### src/rtl/fetch_stage.sv
// Instruction fetch stage: PC register, next-PC selection and IF/ID pipeline register.
// Branch/jump targets are decoded from the instruction already held in IF/ID so a
// redirect takes effect on the same edge the hazard unit flushes.
// Optional macro FETCH_PERF_CNT_EN adds saturating stall/flush counters.
module fetch_stage #(
    parameter logic [31:0] RESET_PC  = 32'h0000_0000,
    parameter logic [31:0] NOP_INSTR = 32'h0000_0000
) (
    input  logic        clk,
    input  logic        rst,
    input  logic        pc_ld,
    input  logic        IF_ID_write,
    input  logic        flush,
    output logic [31:0] imem_addr,
    input  logic [31:0] imem_rdata,
    output logic [31:0] IF_ID_instr,
    output logic [31:0] IF_ID_pc_plus4,
    output logic        IF_ID_valid,
    output logic [31:0] pc
`ifdef FETCH_PERF_CNT_EN
    ,
    output logic [31:0] stall_cnt,
    output logic [31:0] flush_cnt
`endif
);

    localparam int unsigned XLEN   = 32;
    localparam int unsigned OP_W   = 6;
    localparam logic [OP_W-1:0] OP_J   = 6'b000010;
    localparam logic [OP_W-1:0] OP_BEQ = 6'b000100;
    localparam logic [OP_W-1:0] OP_BNE = 6'b000101;

    logic [XLEN-1:0] pc_q, pc_d;
    logic [XLEN-1:0] instr_q, instr_d;
    logic [XLEN-1:0] pc4_q, pc4_d;
    logic            valid_q, valid_d;

    logic [XLEN-1:0] pc_plus4;
    logic [XLEN-1:0] target;
    logic [OP_W-1:0] id_op;
    logic [XLEN-1:0] br_offset;

    assign pc_plus4  = pc_q + XLEN'(4);
    assign id_op     = instr_q[31:26];
    assign br_offset = {{14{instr_q[15]}}, instr_q[15:0], 2'b00};

    // Redirect target decoded from the instruction sitting in IF/ID
    always_comb begin
        target = pc_plus4;
        case (id_op)
            OP_J:           target = {pc4_q[31:28], instr_q[25:0], 2'b00};
            OP_BEQ, OP_BNE: target = pc4_q + br_offset;
            default:        target = pc_plus4;
        endcase
    end

    // Next-state selection: stall, redirect, fetch, or hold on illegal write-disable
    always_comb begin
        pc_d    = pc_q;
        instr_d = instr_q;
        pc4_d   = pc4_q;
        valid_d = valid_q;
        if (!pc_ld) begin
            // flush is ignored while stalled; compare data is not yet valid
            if (IF_ID_write) begin
                instr_d = imem_rdata;
                pc4_d   = pc_plus4;
                valid_d = 1'b1;
            end
        end else if (flush) begin
            pc_d    = target;
            instr_d = NOP_INSTR;
            pc4_d   = '0;
            valid_d = 1'b0;
        end else if (IF_ID_write) begin
            pc_d    = pc_plus4;
            instr_d = imem_rdata;
            pc4_d   = pc_plus4;
            valid_d = 1'b1;
        end
        // pc_ld=1, IF_ID_write=0, flush=0: hold everything so the fetch is not lost
    end

    // PC and IF/ID registers
    always_ff @(posedge clk or posedge rst) begin
        if (rst) begin
            pc_q    <= RESET_PC;
            instr_q <= NOP_INSTR;
            pc4_q   <= '0;
            valid_q <= 1'b0;
        end else begin
            pc_q    <= pc_d;
            instr_q <= instr_d;
            pc4_q   <= pc4_d;
            valid_q <= valid_d;
        end
    end

    assign imem_addr      = pc_q;
    assign pc             = pc_q;
    assign IF_ID_instr    = instr_q;
    assign IF_ID_pc_plus4 = pc4_q;
    assign IF_ID_valid    = valid_q;

`ifdef FETCH_PERF_CNT_EN
    logic [XLEN-1:0] stall_cnt_q, stall_cnt_d;
    logic [XLEN-1:0] flush_cnt_q, flush_cnt_d;

    // Saturating event counters
    always_comb begin
        stall_cnt_d = stall_cnt_q;
        flush_cnt_d = flush_cnt_q;
        if (!pc_ld && (stall_cnt_q != '1)) begin
            stall_cnt_d = stall_cnt_q + XLEN'(1);
        end
        if (pc_ld && flush && (flush_cnt_q != '1)) begin
            flush_cnt_d = flush_cnt_q + XLEN'(1);
        end
    end

    // Counter registers
    always_ff @(posedge clk or posedge rst) begin
        if (rst) begin
            stall_cnt_q <= '0;
            flush_cnt_q <= '0;
        end else begin
            stall_cnt_q <= stall_cnt_d;
            flush_cnt_q <= flush_cnt_d;
        end
    end

    assign stall_cnt = stall_cnt_q;
    assign flush_cnt = flush_cnt_q;
`endif

endmodule
### config.mk
export PLATFORM = sky130hd
export DESIGN_NAME = fetch_stage
export DESIGN_NICKNAME = d
export VERILOG_FILES = /design/src/rtl/fetch_stage.sv
export SDC_FILE = /design/constraint.sdc
export NUM_CORES = 1
export LEC_CHECK = 0
export ABC_AREA = 0
export CORE_ASPECT_RATIO = 0.8
export CORE_MARGIN = 5
export CORE_UTILIZATION = 56
export CTS_BUF_LIST = sky130_fd_sc_hd__clkbuf_8
export DETAILED_ROUTE_END_ITERATION = 10
export PLACE_DENSITY = 0.89
export SLEW_MARGIN = 20
export SYNTH_ARGS = -nofsm -noshare
export SYNTH_HDL_FRONTEND = slang
export SYNTH_SLANG_ARGS = --single-unit
### constraint.sdc
create_clock -name clk -period 8.3 [get_ports clk]
set_clock_uncertainty 0.05 [all_clocks]
set_input_delay 1.245 -clock clk [delete_from_list [all_inputs] [get_ports clk]]
set_output_delay 1.245 -clock clk [all_outputs]
set_load 0.1 [all_outputs]
==> flow_metrics.py <==
metrics = {
    "yosys": {
        "async_set_or_reset_register_ratio_after_synthesis": 1.00,
        "synthesis.nets": 889,
        "ys_seq_elements": 97,
        "ys.warnings.count": 0,
        "netlist_top_cells_area": "dfrtp_1 (35%), mux2i_1 (6.0%), nor2_1 (5.6%)",
        "post_synth_instance_area_um2": 6970,
        "synth_area_per_cell_um2": 8.49,
        "synthCells": 821,
        "ys_dominant_reg_cell": "dfrtp_1",
        "netlist_top_cells_count": "nor2_1 (104), dfrtp_1 (97), o21ai_0 (66)",
        "synthMostInstantiatedCell": "nor2_1",
        "synth.top_cell.area_share": 0.348,
        "synth_top_cell_by_area": "dfrtp_1",
        "seq_area_frac_synth": 0.348,
        "number_of_library_cell_types_mapped_by_synthesis": 66,
        "synth_enable_flop_cells": 0,
    },
    "hold_path": {
        "hold_path_end": "imem_addr[1]",
        "hold_crit_depth": 1,
        "timing.hold.worst.start": "IF_ID_pc_plus4[1]",
        "holdCritPathClass": "reg2reg",
    },
    "setup_path": {
        "timing.critical_path.from_type": "flip-flop",
        "critPathCaptureType": "output port",
        "critPathArrivalTime_ps": 2500,
        "r2r_setup_slack_ps": 4720,
        "timing.critical_path.slowest_stage_cell": "clkdlybuf4s50_1",
        "crit_path_max_incr_delay_ps": 1270,
        "worst-endpoint-required_ps": 7010,
        "worstPathMaxFanout": 18,
        "worst-r2r-cell-count": 11,
        "critical_path_buf_inv_count": 1,
        "r2r_end": "imem_addr[28]",
        "cp_top_family": "buffers and inverters",
        "reg2reg_from": "IF_ID_instr[0]",
        "worstPathCellList": "clkdlybuf4s50_1",
        "crit_type": "reg2out",
    },
    "layout": {
        "fin_util": 0.708,
        "area_growth_pct": 24.0,
        "antennaDiodeCount": 0,
        "instances_no_fill": 1094,
        "fin_nets": 988,
        "layout.cell_area.non_filler_um2": 8650,
        "layout-drive-gt1-share": 0.0466,
    },
    "routing": {
        "route.antenna.remaining_nets": 0,
        "routed_wire_length_per_instance_um": 19.2,
        "totalWireLength_mm": 21.0,
        "remaining_drc_errors": 0,
        "detail_route.first_pass.iterations": 5,
        "first_iter_violations": 729,
        "post_drt_via_cell_ratio": 6.18,
        "route.vias.total": 6764,
    },
    "clock_tree": {
        "htreeDepth": 3,
        "worst_skew_late_latency_ps": 380,
        "cts_hold_fix_bufs": 0,
        "post_cts_resized": 0,
        "cts-root-to-sink-buffers": 2,
        "tritoncts": "built",
        "tritoncts.num_buffers": 9,
        "root_buffer": "clkbuf_8",
        "cts.sink_count": 97,
        "clk_pin_slew_ps": 100,
        "post_cts.repair.setup_buffers": 0,
    },
    "sta": {
        "timing.fmax_mhz": 264,
        "grt_setup_unrepaired": "no",
        "finalSetupViolCount": 0,
        "finalWorstPathRequiredPeriod_ps": 3790,
        "final.setup.tns_ps": 0,
        "timing_worst_slew_pin_value_ps": 1080,
        "timing.final.crit_share": 0.457,
        "max_slew_margin": 0.279,
        "worst_hold_slack_ps": 483,
        "maxSlewViolCount": 0,
        "hold_violations": 0,
    },
    "global_routing": {
        "grt_overflow": 0,
        "largest_net_degree_at_the_start_of_global_routing": 92,
        "grt_antenna_before_repair": 0,
        "grt_first_pass_wirelength_mm": 33.7,
        "first_global_vias": 6488,
        "grt_use_total": 0.285,
    },
    "floorplanning": {
        "placement_rows": 36,
        "die_area_um2": 14800,
        "die_w_um": 135,
        "design.core.area_um2": 12200,
        "dieHeight_um": 110,
        "top_ports": 166,
        "initial_core_util": 0.571,
    },
    "flow_run": {
        "max_cap_violations": 0,
    },
    "placement": {
        "placedInstanceArea_um2": 8450,
        "placedCellCount": 1080,
        "portBuffers": 165,
        "gpl.final_weighted_congestion": 0.962,
        "dp_hpwl_mm": 15.1,
    },
    "power_and_ir_drop": {
        "cellPowerDensity_nw_per_um2": 347,
        "cellLeakagePower_nw": 3.60,
        "ir_drop_v": 0.000253,
    },
    "run_status": {
        "run_status": "completed",
    },
}
per-layer routing:
metal | wire, um | GRT usage | share of wire | up-vias
li1 | - | - | - | 3146
met1 | 9010 | 0.401 | 0.43 | 3177
met3 | 2320 | 0.0682 | 0.11 | 33
met4 | 295 | 0.0683 | 0.014 | 0
met2 | 9410 | 0.448 | 0.45 | 408
met5 | 0 | 0 | 0 | -
layout make-up:
| type | count | area (um2) |
|---|---|---|
| Multi-Input combinational cell | 624 | 4040 |
| Fill cell | 957 | 3560 |
| Sequential cell | 97 | 2430 |
| Timing Repair Buffer | 173 | 1710 |
| Tap cell | 171 | 214 |
| Clock buffer | 9 | 124 |
| Clock inverter | 5 | 75.1 |
| Inverter | 15 | 58.8 |
where the power goes:
| group | internal [mW] | switching (mW) | total (mW) |
|---|---|---|---|
| Combinational | 0.473 | 1.45 | 1.93 |
| Clock | 0.165 | 0.171 | 0.336 |
| Sequential | 0.564 | 0.172 | 0.736 |
| Total | 1.20 | 1.80 | 3.00 |
worst max-delay path by stage:
stage	startpoint	to	slack (ps)	cells past startpoint
floorplan	rst	IF_ID_instr[0]	4470	1
global placement	flush	imem_addr[29]	4650	6
detailed placement	flush	imem_addr[26]	4580	9
CTS	IF_ID_instr[15]	IF_ID_instr[15]	4520	1
global route	IF_ID_instr[15]	IF_ID_instr[15]	4430	1
finish	IF_ID_instr[15]	IF_ID_instr[15]	4510	1
cells in the final DEF (no fill, tap or decap), types with 4 or more instances in the layout:
cell type / instances
xnor2_1: 27
or4_1: 4
a32oi_1: 5
a22o_1: 4
and3_1: 10
o21a_1: 6
nand4_1: 8
o22ai_1: 7
a22oi_1: 6
clkbuf_8: 9
nor2_1: 104
inv_1: 16
nand2b_1: 4
o221ai_1: 5
xor2_1: 21
o31ai_1: 7
a21o_1: 14
ha_1: 30
o21ai_0: 66
buf_4: 9
dfrtp_1: 97
clkdlybuf4s50_1: 164
mux2i_1: 42
nand3_1: 18
nand2_1: 53
a221oi_1: 4
and2_1: 4
a21oi_1: 65
a211oi_1: 17
nor3_1: 23
a31oi_1: 12
nor2b_1: 4
cell families (layout without fill, tap and decap cells):
group	Yosys count	after routing	synth area share
buffers and inverters	100	202	0.0730
adders and majority gates	31	31	0.0567
xor gates and xnor gates	48	48	0.0603
AOI/OAI and AO/OA	244	244	0.222
DFF	97	97	0.348
and+or+nand+nor	257	257	0.176
muxes	44	44	0.0635
sequential cells by signal (all words and copies together), names as in the netlist:
register / cells
IF_ID_instr: 32
IF_ID_pc_plus4: 32
imem_addr: 32
IF_ID_valid: 1
stage by stage:
stage	setup slack, ps	total power [mW]
after floorplan	4470	2.26
after global placement	4650	2.63
after detailed placement	4580	2.66
after CTS	4520	2.99
after global routing	4430	3.11
final	4510	3.00
No activity file was read; power rests on OpenSTA's default activity.
